File: src/rtl/memc_arbiter.sv
// memc_arbiter: two-requester front end for the single memc port.
//
// Requester A (CPU core) and requester B (loader/debug) share one memc
// access path. One transaction is in flight at a time: the winner's
// address/data are latched and one rd or wr strobe is issued. A read then
// waits RD_LATENCY cycles and captures memc_rd_data. Either way the winner
// gets a one-cycle ack. Nothing is granted while memc_busy is high.
//
// Build option: define MEMC_ARB_RR_EN for round-robin arbitration between
// simultaneous requests. Without it, A always beats B.
//
// Ports:
//   arb_clk, arb_reset               clock, synchronous active-high reset
//   a_req/a_we/a_addr/a_wr_data      requester A transaction inputs
//   a_gnt/a_ack/a_rd_data            requester A ownership, completion, read data
//   b_*                              the same set for requester B
//   memc_busy                        memc not ready (reset/BIST/error)
//   memc_rd_enable/memc_wr_enable    one-cycle memc strobes
//   memc_addr/memc_wr_data           latched transaction address/data
//   memc_rd_data                     memc read data
module memc_arbiter #(
  parameter int DATA_WIDTH = 8,
  parameter int ADDR_WIDTH = 12,
  parameter int RD_LATENCY = 2
) (
  input  logic                  arb_clk,
  input  logic                  arb_reset,
  input  logic                  a_req,
  input  logic                  a_we,
  input  logic [ADDR_WIDTH-1:0] a_addr,
  input  logic [DATA_WIDTH-1:0] a_wr_data,
  output logic                  a_gnt,
  output logic                  a_ack,
  output logic [DATA_WIDTH-1:0] a_rd_data,
  input  logic                  b_req,
  input  logic                  b_we,
  input  logic [ADDR_WIDTH-1:0] b_addr,
  input  logic [DATA_WIDTH-1:0] b_wr_data,
  output logic                  b_gnt,
  output logic                  b_ack,
  output logic [DATA_WIDTH-1:0] b_rd_data,
  input  logic                  memc_busy,
  output logic                  memc_rd_enable,
  output logic                  memc_wr_enable,
  output logic [ADDR_WIDTH-1:0] memc_addr,
  output logic [DATA_WIDTH-1:0] memc_wr_data,
  input  logic [DATA_WIDTH-1:0] memc_rd_data
);

  // The wait counter is 4 bits wide, so only 1..15 can be represented.
  if (RD_LATENCY < 1 || RD_LATENCY > 15) begin : g_bad_latency
    $error("memc_arbiter: RD_LATENCY must be in the range 1..15");
  end

  localparam logic [3:0] LAT = 4'(RD_LATENCY);

  typedef enum logic [4:0] {
    S_INIT  = 5'b00001,
    S_IDLE  = 5'b00010,
    S_ISSUE = 5'b00100,
    S_WAIT  = 5'b01000,
    S_ACK   = 5'b10000
  } state_t;

  state_t                state_q, state_d;
  logic [3:0]            cnt_q, cnt_d;
  logic                  we_q, we_d;
  logic                  win_b_q, win_b_d;
  logic [ADDR_WIDTH-1:0] addr_q, addr_d;
  logic [DATA_WIDTH-1:0] wdata_q, wdata_d;
  logic                  a_gnt_q, a_gnt_d, b_gnt_q, b_gnt_d;
  logic                  a_ack_q, a_ack_d, b_ack_q, b_ack_d;
  logic [DATA_WIDTH-1:0] a_rd_q, a_rd_d, b_rd_q, b_rd_d;
  logic                  rd_en_q, rd_en_d, wr_en_q, wr_en_d;

  // Winner selection and the winner's transaction fields.
  logic                  pick_b;
  logic                  sel_we;
  logic [ADDR_WIDTH-1:0] sel_addr;
  logic [DATA_WIDTH-1:0] sel_wdata;

`ifdef MEMC_ARB_RR_EN
  // last_b_q = 1 means B won the most recent grant; it resets to B so the
  // first contention goes to A.
  logic last_b_q, last_b_d;
  assign pick_b = b_req && (!a_req || !last_b_q);
`else
  assign pick_b = b_req && !a_req;
`endif

  assign sel_we    = pick_b ? b_we      : a_we;
  assign sel_addr  = pick_b ? b_addr    : a_addr;
  assign sel_wdata = pick_b ? b_wr_data : a_wr_data;

  always_ff @(posedge arb_clk) begin
    if (arb_reset) begin
      state_q <= S_INIT;
      cnt_q   <= '0;
      we_q    <= 1'b0;
      win_b_q <= 1'b0;
      addr_q  <= '0;
      wdata_q <= '0;
      a_gnt_q <= 1'b0;
      b_gnt_q <= 1'b0;
      a_ack_q <= 1'b0;
      b_ack_q <= 1'b0;
      a_rd_q  <= '0;
      b_rd_q  <= '0;
      rd_en_q <= 1'b0;
      wr_en_q <= 1'b0;
`ifdef MEMC_ARB_RR_EN
      last_b_q <= 1'b1;
`endif
    end else begin
      state_q <= state_d;
      cnt_q   <= cnt_d;
      we_q    <= we_d;
      win_b_q <= win_b_d;
      addr_q  <= addr_d;
      wdata_q <= wdata_d;
      a_gnt_q <= a_gnt_d;
      b_gnt_q <= b_gnt_d;
      a_ack_q <= a_ack_d;
      b_ack_q <= b_ack_d;
      a_rd_q  <= a_rd_d;
      b_rd_q  <= b_rd_d;
      rd_en_q <= rd_en_d;
      wr_en_q <= wr_en_d;
`ifdef MEMC_ARB_RR_EN
      last_b_q <= last_b_d;
`endif
    end
  end

  always_comb begin
    state_d = state_q;
    cnt_d   = cnt_q;
    we_d    = we_q;
    win_b_d = win_b_q;
    addr_d  = addr_q;
    wdata_d = wdata_q;
    a_gnt_d = a_gnt_q;
    b_gnt_d = b_gnt_q;
    a_ack_d = 1'b0;
    b_ack_d = 1'b0;
    a_rd_d  = a_rd_q;
    b_rd_d  = b_rd_q;
    rd_en_d = 1'b0;
    wr_en_d = 1'b0;
`ifdef MEMC_ARB_RR_EN
    last_b_d = last_b_q;
`endif

    if (state_q != S_INIT && memc_busy) begin
      // memc dropped out: abandon whatever is in flight without an ack.
      // Requesters still holding req are re-arbitrated once memc is back.
      state_d = S_INIT;
      cnt_d   = '0;
      a_gnt_d = 1'b0;
      b_gnt_d = 1'b0;
    end else begin
      case (state_q)
        S_INIT: begin
          if (!memc_busy) state_d = S_IDLE;
        end
        S_IDLE: begin
          if (a_req || b_req) begin
            win_b_d = pick_b;
            we_d    = sel_we;
            addr_d  = sel_addr;
            wdata_d = sel_wdata;
            a_gnt_d = !pick_b;
            b_gnt_d = pick_b;
            // Strobes are registered, so they are raised here to be
            // visible during the ISSUE cycle.
            rd_en_d = !sel_we;
            wr_en_d = sel_we;
            state_d = S_ISSUE;
`ifdef MEMC_ARB_RR_EN
            last_b_d = pick_b;
`endif
          end
        end
        S_ISSUE: begin
          if (we_q) begin
            a_ack_d = !win_b_q;
            b_ack_d = win_b_q;
            state_d = S_ACK;
          end else begin
            cnt_d   = LAT;
            state_d = S_WAIT;
          end
        end
        S_WAIT: begin
          cnt_d = cnt_q - 4'd1;
          // Counter moving 1 -> 0 marks the edge where read data is valid.
          if (cnt_q == 4'd1) begin
            if (win_b_q) b_rd_d = memc_rd_data;
            else         a_rd_d = memc_rd_data;
            a_ack_d = !win_b_q;
            b_ack_d = win_b_q;
            state_d = S_ACK;
          end
        end
        S_ACK: begin
          a_gnt_d = 1'b0;
          b_gnt_d = 1'b0;
          state_d = S_IDLE;
        end
        default: begin
          a_gnt_d = 1'b0;
          b_gnt_d = 1'b0;
          state_d = S_INIT;
        end
      endcase
    end
  end

  assign a_gnt          = a_gnt_q;
  assign a_ack          = a_ack_q;
  assign a_rd_data      = a_rd_q;
  assign b_gnt          = b_gnt_q;
  assign b_ack          = b_ack_q;
  assign b_rd_data      = b_rd_q;
  assign memc_rd_enable = rd_en_q;
  assign memc_wr_enable = wr_en_q;
  assign memc_addr      = addr_q;
  assign memc_wr_data   = wdata_q;

endmodule

File: config.mk
export PLATFORM = sky130hd
export DESIGN_NAME = memc_arbiter
export DESIGN_NICKNAME = d
export VERILOG_FILES = /design/src/rtl/memc_arbiter.sv
export SDC_FILE = /design/constraint.sdc
export NUM_CORES = 1
export LEC_CHECK = 0
export CELL_PAD_IN_SITES_DETAIL_PLACEMENT = 0
export CELL_PAD_IN_SITES_GLOBAL_PLACEMENT = 1
export CORE_MARGIN = 2
export CORE_UTILIZATION = 31
export DETAILED_ROUTE_END_ITERATION = 6
export PLACE_DENSITY = 0.87
export SYNTH_ARGS = -nofsm -noshare
export SYNTH_HDL_FRONTEND = slang
export SYNTH_SLANG_ARGS = --single-unit
File: constraint.sdc
create_clock -name arb_clk -period 2.6 [get_ports arb_clk]
set_input_delay 0.52 -clock arb_clk [delete_from_list [all_inputs] [get_ports arb_clk]]
set_output_delay 0.52 -clock arb_clk [all_outputs]
set_load 0.1 [all_outputs]
==> results.txt, run 1 <==
* Status: finished, final reports clean
- Maximum Capacitance Violations: 0
* Via count of the first global-routing pass: 2026
* Reg clk slew, reported paths: 0.10 ns
- Buffers added on ports: 96
- Die X-Extent: 91.2 um
* Clock Sinks: 53
- The number of nets handed over by synthesis was 302.
- TritonCTS created 5 clock buffers.
- Ranked by total cell area, the synthesized netlist is headed by dfxtp_1 (45%), mux2i_1 (16%), a211oi_1 (8.0%), nor2_1 (6.8%), nor4_4 (2.7%).
- Cell taking the most area after synthesis: dfxtp_1
- The min-delay analysis places its worst path in the category register to register.
- Number of flops mapped to enable cells by yosys: 0
- Total routing resource utilization after global routing: 14.0%
- Final period util: 82.1%
- Sequential standard cell area: 1060 um2
* Starting density of the core: 32.2%
- Largest driver fanout on the critical path: 8
* Antenna-violating nets left: 0
- The clock tree synthesis step divided the H-tree into 2 levels.
- The number of pins with negative max-slew slack in the final report is 0.
- The final layout contains routed wiring with a total length of 5.69 mm.
* Mapped cell area: 2360 um2
- In this run, the number of DRC markers left after iteration 0 of detailed routing was 62.
* Number of placed I/O pins: 97
- In this run the vertical extent of the chip is 91.2 um.
- Total power draw: 1.63 mW
- Final setup viols: 0
- At the end of routability-driven placement, the weighted congestion stood at 0.810.
- Worst Hold Slack: 0.505 ns
- The initial antenna violation count came to 0.
- The setup path with the least slack is of type primary input to register.
* Number of synthesized register bits: 53
* Fin nets: 397
- GRT overflow: 0
* CTS tree: built
* Area growth, synth to finish: 47.2%
- After synthesis, the mean cell area works out to 9.63 um2.
- Core utilization of the finished layout: 47.4%
- Cell Pwr Density: 470 nW/um2
* Fraction of layout instances using a drive strength above 1: 20.5%
- STA classifies the critical path endpoint as a register.
* Sum of net half-perimeters after detailed placement: 4.34 mm
- The cell sitting at the root of the clock tree is a clkbuf_8.
- After detailed routing, the number of remaining DRC violations is 0.
- Iteration count of the initial detailed-routing pass: 4
- The first global-routing pass estimated 9.67 mm of wire.
- Sequential elements use 45.0% of the synthesized area.
- Vias after detailed routing: 2097
* Count of instances resized after the clock tree is built: 0
- Maximum buffer depth of the clock tree: 2
* Final TNS setup: 0 ns
* Warnings, synthesis: 0
- 0 antenna diodes ended up in the layout.
- In the routed layout, each cell is associated on average with a via count of 4.77.
- Commonest cells in the netlist: dfxtp_1 (53), nor2_1 (43), mux2i_1 (37)
- After synthesis, the largest area contributor takes up 45.0% of total cell area.
- Count of buffers added by post-CTS timing repair for setup: 0
- Clock latency reported for the late side of the worst-skew pair: 0.30 ns
- The die covers 8330 um2.
- Measured against its own limit, the worst slew margin works out to 70.5%.
- In the final routed layout, each cell accounts on average for 12.9 um.
- Entering global routing, the biggest net connects 45 pins.
* Layout fillers: 711
* Most used DFF post-synth: dfxtp_1
- Largest clock skew in the final design: 0.00290 ns
- Num rows: 31
- Hold repair after CTS inserted 0 buffers.
- The worst setup path is launched from a primary input.
* Hold violation total from the final report: 0
- Number of unique standard cell types used by synthesis: 38
* Core area: 7330 um2
* Static leakage: 1.29 nW
- Setup repair after global routing missed its margin: false
* Worst-margin pin slew: 0.438 ns
* Post-synthesis instance total: 245
- The routed design could run at a clock period as short as 2.13 ns.
- Area of the multi-input gates: 1190 um2
- Counting flops with an async set or reset pin after synthesis yields a share of 0%.
- Endpoint arrival time on the critical path: 2.33 ns
- IR analysis of the VDD net gives a maximum drop of 0.247 mV.
- Data required, critical path: 2.80 ns
* Highest achievable clock rate: 468 MHz
* Leading cell type by number of instances after synthesis: dfxtp_1
cells by family after synthesis:
group	share of synthesized area, %
multiplexers	15.7
XOR/XNOR	1.48
AO/OA/AOI/OAI	12.9
AND/OR/NAND/NOR	19.1
buffers and inverters	4.83
adder cells (fa/ha/maj)	1.06
flip-flops	45.0
worst paths after layout:
kind | start | endpoint | slack, ns | cells past startpoint
setup / recovery | memc_busy | a_rd_data[1]$_SDFFE_PP0P_ | 0.47 | 6
hold / removal | b_rd_data[0]$_SDFFE_PP0P_ | b_rd_data[0]$_SDFFE_PP0P_ | 0.51 | 2
setup reg to reg | state_q[0]$_SDFFE_PP1P_ | a_rd_data[1]$_SDFFE_PP0P_ | 0.52 | 5
hold reg to reg | b_rd_data[0]$_SDFFE_PP0P_ | b_rd_data[0]$_SDFFE_PP0P_ | 0.51 | 2
metrics by stage:
stage / cells / worst slack [ns] / instance area (um2)
finish: 440 / 0.465 / 3470
global route: 440 / 0.403 / 3470
CTS: 440 / 0.479 / 3470
detailed placement: 432 / 0.148 / 3360
global placement: 432 / 0.165 / 3360
floorplan: 245 / 0.366 / 2360
sequential cells by signal (all words and copies together) (netlist names):
signal / cells
a_ack: 1
a_gnt: 1
a_rd_data: 8
b_ack: 1
b_gnt: 1
b_rd_data: 8
cnt_q: 4
memc_addr: 12
memc_rd_enable: 1
memc_wr_data: 8
memc_wr_enable: 1
state_q: 5
we_q: 1
win_b_q: 1
cell type report:
| class | count | area share [%] |
|---|---|---|
| multi-input cells | 167 | 34.2 |
| flip-flops and latches | 53 | 30.5 |
| repair buffers | 108 | 27.9 |
| well taps | 99 | 3.57 |
| clock buffers | 5 | 1.98 |
| clock inverters | 3 | 1.26 |
| inverters | 5 | 0.540 |
where the power goes:
part / switching, mW / internal [mW]
Sequential: 0.0134 / 0.821
Clock: 0.270 / 0.289
Combinational: 0.115 / 0.125
worst max-delay path: stages:
cell and delay [ns]:
clkdlybuf4s50_1 0.45, or4b_2 0.71, nor4_4 0.16, buf_4 0.23, mux2i_1 0.20, nor2_1 0.05
cell usage in the layout, fill, tap and decap left out, types with 3 or more instances in the layout:
cell type        Yosys  layout
a211oi_1            25      25
a21oi_1              5       5
buf_4                0      52
clkbuf_8             0       5
clkdlybuf4s50_1      0      54
dfxtp_1             53      53
inv_1                5       5
mux2i_1             37      37
nor2_1              43      43
nor3_1               9       9
nor3b_1              3       3
nor4_1               3       3
nor4_4               3       3
o21ai_0              4       4
routing by layer:
| metal | vias to the layer above | track usage, % | wire length, um |
|---|---|---|---|
| met2 | 86 | 23.0 | 2780 |
| met1 | 937 | 17.7 | 2440 |
| met5 | - | 0 | 0 |
| met3 | 4 | 4.81 | 438 |
| li1 | 1070 | - | - |
| met4 | 0 | 3.03 | 34 |
No activity file was read; power rests on OpenSTA's default activity.
==> run 2: changes to the inputs <==
--- a/config.mk
+++ b/config.mk
@@ -8,9 +8,9 @@
 export CELL_PAD_IN_SITES_DETAIL_PLACEMENT = 0
 export CELL_PAD_IN_SITES_GLOBAL_PLACEMENT = 1
 export CORE_MARGIN = 2
-export CORE_UTILIZATION = 31
+export CORE_UTILIZATION = 28
 export DETAILED_ROUTE_END_ITERATION = 6
-export PLACE_DENSITY = 0.87
+export PLACE_DENSITY = 0.83
 export SYNTH_ARGS = -nofsm -noshare
 export SYNTH_HDL_FRONTEND = slang
 export SYNTH_SLANG_ARGS = --single-unit
==> constraint.sdc (replaced) <==
create_clock -name arb_clk -period 1.8 [get_ports arb_clk]
set_input_delay 0.36 -clock arb_clk [delete_from_list [all_inputs] [get_ports arb_clk]]
set_output_delay 0.36 -clock arb_clk [all_outputs]
set_load 0.1 [all_outputs]
==> results.txt, run 2 (synthesis gave the netlist of run 1 again) <==
* Buffers added on ports: 96 (unchanged)
* Iteration count of the initial detailed-routing pass: 4 (unchanged)
* GRT overflow: 0 (unchanged)
- The post-route clock skew was 0.00619 ns (was 0.00290 ns).
- The number of nets at the end of the flow is 414 (was 397).
- The number of cells traversed by the worst register-to-register path is 7 (was 5).
- Largest incremental delay on the critical path: 0.50 ns (was 0.71 ns)
* Placer's final routability congestion estimate: 0.872 (was 0.810)
* Flop-to-flop setup slack: 0.01 ns (was 0.52 ns)
* Clock latency reported for the late side of the worst-skew pair: 0.31 ns (was 0.30 ns)
* Kind of critical path: register to register (was primary input to register)
* Final TNS setup: 0 ns (unchanged)
- Status: finished, final reports clean (unchanged)
* Clock Sinks: 53 (unchanged)
- Highest achievable clock rate: 560 MHz
- Endpoint arrival time on the critical path: 1.98 ns (was 2.33 ns)
* Most used cells in the layout excluding fill and tap cells: clkdlybuf4s50_1 (53), dfxtp_1 (51), buf_12 (46) (was clkdlybuf4s50_1 (54), dfxtp_1 (53), buf_4 (52))
- The cell chosen for the clock root was clkbuf_8 (unchanged).
- Worst-margin pin slew: 0.381 ns (was 0.438 ns)
* Hold Path Class: register to register (unchanged)
* Count of cells along the worst hold path: 2 (unchanged)
- The peak supply drop came to 0.304 mV (was 0.247 mV).
* Hold buffer count at CTS: 0 (unchanged)
- The number of nets with antenna violations after detailed routing is 0 (unchanged).
* Maximum Capacitance Violations: 0 (unchanged)
* Element type at the critical path end: register (unchanged)
- Cell-by-cell trace of the critical path: inv_2, ha_4, or4b_4, nor4_4, buf_12, mux2i_1, nor2_1 (was clkdlybuf4s50_1, or4b_2, nor4_4, buf_4, mux2i_1, nor2_1)
- Area growth, synth to finish: 79.0% (was 47.2%)
* Final critical delay including setup and external delays: 1.79 ns
- The final number of hold-violating endpoints came to 0 (unchanged).
- The worst min-delay path startpoint is memc_wr_data[5]$_SDFFE_PP0P_ (was b_rd_data[0]$_SDFFE_PP0P_).
- The largest buffer count on any clock path was 2 (unchanged).
- # diodes: 0 (unchanged)
- Max-slew violation count: 0 (unchanged)
- Startpoint type of the worst setup path: register (was primary input)
- The standard cell core area is 8180 um2 (was 7330 um2).
- The critical register-to-register path startpoint is cnt_q[1]$_SDFFE_PP0P_ (was state_q[0]$_SDFFE_PP1P_).
- First-pass GRT wire length: 9.98 mm (was 9.67 mm)
* Post-detailed-route DRC marker count: 0 (unchanged)
- Reg clk slew, reported paths: 0.10 ns (about the same)
- Clock H-tree levels: 2 (unchanged)
* Die outline height: 95.8 um (was 91.2 um)
- The final critical path takes up 99.2% of the cycle.
- The power per cell area is 543 nW/um2 (was 470 nW/um2).
- Vias after detailed routing: 2182 (was 2097)
- The die area was 9180 um2 (was 8330 um2).
* Post-detailed-route via-to-cell ratio: 4.71 (was 4.77)
* Largest net degree at the start of global routing: 45 (unchanged)
- The reported leakage power came to 1.50 nW (was 1.29 nW).
* Final setup viols: 0 (unchanged)
- Normalized max-slew margin: 74.4% (was 70.5%)
* Sum of net half-perimeters after detailed placement: 4.72 mm (was 4.34 mm)
- Starting density of the core: 28.9% (was 32.2%)
- The source of the critical timing path is cnt_q[1]$_SDFFE_PP0P_ (was memc_busy).
* CTS tree: built (unchanged)
- Fraction of layout instances using a drive strength above 1: 27.4% (was 20.5%)
- The capture point of the worst reg-to-reg path is b_rd_data[5]$_SDFFE_PP0P_ (was a_rd_data[1]$_SDFFE_PP0P_).
- The final design utilization came to 51.7% (was 47.4%).
* Via count of the first global-routing pass: 2126 (was 2026)
- The number of flip-flops in the largest register is 12 (unchanged).
- Layout fillers: 714 (was 711)
* Average wire per standard cell: 14.0 um (was 12.9 um)
- Most common library cell in the layout ignoring fill and taps: clkdlybuf4s50_1 (unchanged)
- The final wirelength was 6.50 mm (was 5.69 mm).
- Initial antenna violation count: 0 (unchanged)
- The violation count after the first detailed-route iteration is 100 (was 62).
- Slowest CP cell: or4b_4 (was or4b_2)
- The overall global routing resource usage is 13.8% (was 14.0%).
* Total clock buffers created by CTS: 5 (unchanged)
- The number of placed I/O pins came to 97 (unchanged).
- Setup repair after global routing missed its margin: true (was false)
* End point of the worst hold path: memc_wr_data[5]$_SDFFE_PP0P_ (was b_rd_data[0]$_SDFFE_PP0P_)
* Data required, critical path: 2.00 ns (was 2.80 ns)
- Largest driver fanout on the critical path: 8 (unchanged)
* Die X-Extent: 95.8 um (was 91.2 um)
- Num rows: 33 (was 31)
==> run 2: how the worst max path moves through the flow <==
stage                                end  cells past startpoint
2_1_floorplan  a_rd_data[4]$_SDFFE_PP0P_                      5
3_3_place_gp   a_rd_data[4]$_SDFFE_PP0P_                      6
3_5_place_dp   b_rd_data[5]$_SDFFE_PP0P_                      6
4_1_cts        b_rd_data[5]$_SDFFE_PP0P_                      7
5_1_grt        b_rd_data[3]$_SDFFE_PP0P_                      7
6_report       b_rd_data[5]$_SDFFE_PP0P_                      7
==> run 2: worst max-delay path: cells and delay by family (launching register included) <==
| family | cells | cell delay (ns) |
|---|---|---|
| adders and majority gates | 1 | 0.13 |
| buffers and inverters | 2 | 0.23 |
| DFF | 1 | 0.34 |
| muxes | 1 | 0.21 |
| and+or+nand+nor | 3 | 0.76 |
==> run 2: per-layer routing <==
layer / global-route usage, % / part of all wire [%] / vias to the layer above
met2: 23.0 / 47 / 79
li1: - / - / 1099
met3: 4.54 / 7.8 / 7
met1: 16.9 / 43 / 997
met5: 0 / 0 / -
met4: 4.17 / 1.3 / 0
==> run 2: cell type report <==
cell class,instances,area (um2),share of cell area [%]
Clock buffer,5,68.8,1.63
Clock inverter,3,21.3,0.504
Inverter,5,18.8,0.444
Multi-Input combinational cell,167,1240,29.3
Sequential cell,53,1060,25.2
Tap cell,105,131,3.11
Timing Repair Buffer,125,1680,39.8
==> run 2: timing repair <==
item | 4_1_cts | 5_1_grt
cloned | 0 | 2
setup endpoints to repair | 18 | 38
pin swaps | 2 | 6
setup buffers | 2 | 3
resized for setup | 2 | 5
==> run 2: where the power goes <==
part	internal (mW)	switching, mW
combinational	0.220	0.187
clock	0.277	0.411
sequential	1.19	0.0138
==> run 2: per-stage QoR <==
stage | instance area, um2 | instances | total power, mW | worst slack (ns) | hold slack, ns
after floorplan | 2410 | 245 | 1.42 | -0.136 | 0.457
after global placement | 4020 | 448 | 1.62 | -0.363 | 0.520
after detailed placement | 4020 | 448 | 1.62 | -0.414 | 0.525
after CTS | 4130 | 458 | 2.32 | -0.0593 | 0.541
after global routing | 4220 | 463 | 2.40 | -0.0491 | 0.553
final | 4220 | 463 | 2.29 | 0.0139 | 0.538
==> variant (config.mk and constraints of run 1) <==
Change the parameter `DATA_WIDTH` from 8 to 7.
--- a/src/rtl/memc_arbiter.sv
+++ b/src/rtl/memc_arbiter.sv
@@ -19,7 +19,7 @@
 //   memc_addr/memc_wr_data           latched transaction address/data
 //   memc_rd_data                     memc read data
 module memc_arbiter #(
-  parameter int DATA_WIDTH = 8,
+  parameter int DATA_WIDTH = 7,
   parameter int ADDR_WIDTH = 12,
   parameter int RD_LATENCY = 2
 ) (
Ports: changed (6 resized); port bits go from 97 to 91. No check against the original RTL was run, so the function may have changed too.
==> variant against run 1 <==
- sequential cell count fell by 3
- core utilization decreased by 1.9 points
- design area is 4.0% lower
- setup slack gained 0.16 ns
- wire length decreased by 2.5%
- register-to-register slack better by 0.20 ns
- synthesized cell count down 4.1%
- combinational power fell by 8.7%
- total power decreased by 13%
- synthesized area grew 0.11%
- largest power group unchanged
==> variant: results (changes against run 1) <==
Setup path
  • Worst Setup SP: b_req (was memc_busy)
  • Worst path max stage delay: 0.61 ns (was 0.71 ns)
  • Reg2reg path depth: 4 (was 5)
  • Worst path slowest cell: clkdlybuf4s50_1 (was or4b_2)
  • Worst-path fanout max: 17 (was 8)
  • Crit path DAT: 2.15 ns (was 2.33 ns)
  • Reg2Reg Setup Slack: 0.72 ns (was 0.52 ns)

Synthesis
  • Post-Syn Nets: 289 (was 302)
  • Unique masters post-synth: 41 (was 38)
  • Synth cell count leaders: dfxtp_1, nor2_1, mux2i_1 (unchanged)
  • Sequential share of the synthesized area: 0.424 (was 0.450)
  • Synth area leaders: dfxtp_1, mux2i_1, a211oi_2 (was dfxtp_1, mux2i_1, a211oi_1)

Global routing
  • Global-route wire length before repair: 8900 um (was 9670 um)
  • All-Layer GR Usage: 0.131 (was 0.140)
  • Vias in the first global route: 1947 (was 2026)
  • Met2 Track Usage GR: 0.231 (was 0.230)
  • Met1 GRT Util: 0.157 (was 0.177)
  • Met3 global-route usage: 0.0398 (was 0.0481)
  • Largest net degree at the start of global routing: 41 (was 45)

Routing
  • M1 WL: 2470 um (was 2440 um)
  • Met3 Routed Length: 326 um (was 438 um)
  • Vias: 1983 (was 2097)
  • DR WL/cell: 13.2 um (was 12.9 um)
  • 1st-iter DRT viols: 120 (was 62)
  • DR WL met2: 2720 um (was 2780 um)

Power
  • Total internal power: 1.07 mW (was 1.23 mW)
  • Worst vdd ir: 0.258 mV (was 0.247 mV)
  • Leakage: 1.33 nW (was 1.29 nW)

Place
  • PortBufs: 90 (was 96)
  • Global placer's final weighted congestion: 0.810 (about the same)
  • Final HPWL DP: 4220 um (was 4340 um)

Worst hold path
  • Hold path start: a_rd_data[6] (was b_rd_data[0])

Clock tree
  • Clock transition at the registers of the reported paths: 0.08 ns (was 0.10 ns)

Cells and area
  • Fillers: 682 (was 711)
  • Layout Nets: 374 (was 397)

Outcome
  • Status: finished, final reports clean (unchanged)

Timing
  • Clock skew: 0.00513 ns (was 0.00290 ns)
  • Worst-Margin Slew: 0.470 ns (was 0.438 ns)
## variant: how the worst max path moves through the flow
stage / end / depth (start not counted)
floorplan: memc_addr[0] / 6
global placement: memc_rd_enable / 4
detailed placement: memc_wr_data[0] / 5
CTS: memc_wr_data[0] / 5
global route: memc_wr_data[0] / 5
finish: memc_wr_data[4] / 5
## variant: through the flow
step / cells / setup WS, ns / hold slack, ns / area [um2] / total power, mW
3_5_place_dp: 412 / 0.334 / 0.490 / 3260 / 1.02
5_1_grt: 419 / 0.570 / 0.531 / 3340 / 1.49
4_1_cts: 419 / 0.645 / 0.515 / 3340 / 1.45
2_1_floorplan: 235 / 0.961 / 0.436 / 2360 / 0.916
3_3_place_gp: 412 / 0.353 / 0.478 / 3260 / 1.02
6_report: 419 / 0.628 / 0.509 / 3340 / 1.42
## variant: area by class of cell
class | instances | area, um2 | area share
Clock buffer | 7 | 76.3 | 0.0229
Tap cell | 99 | 124 | 0.0371
Sequential cell | 50 | 1000 | 0.300
Inverter | 5 | 18.8 | 0.00562
Timing Repair Buffer | 95 | 861 | 0.258
Multi-Input combinational cell | 163 | 1260 | 0.376
## variant: power by group through the flow
| stage | registers (mW) | clock network, mW | logic (mW) |
|---|---|---|---|
| after global routing | 0.784 | 0.469 | 0.233 |
| after global placement | 0.800 | 0 | 0.218 |
| after detailed placement | 0.800 | 0 | 0.221 |
| after CTS | 0.782 | 0.445 | 0.221 |
| final | 0.782 | 0.424 | 0.219 |
| after floorplan | 0.830 | 0 | 0.0860 |
## variant: kinds of logic after synthesis
group | synth area share
AND/OR/NAND/NOR | 0.174
flip-flops | 0.424
AO/OA/AOI/OAI | 0.183
multiplexers | 0.144
buffers and inverters | 0.0455
XOR/XNOR | 0.0185
adder cells (fa/ha/maj) | 0.0106
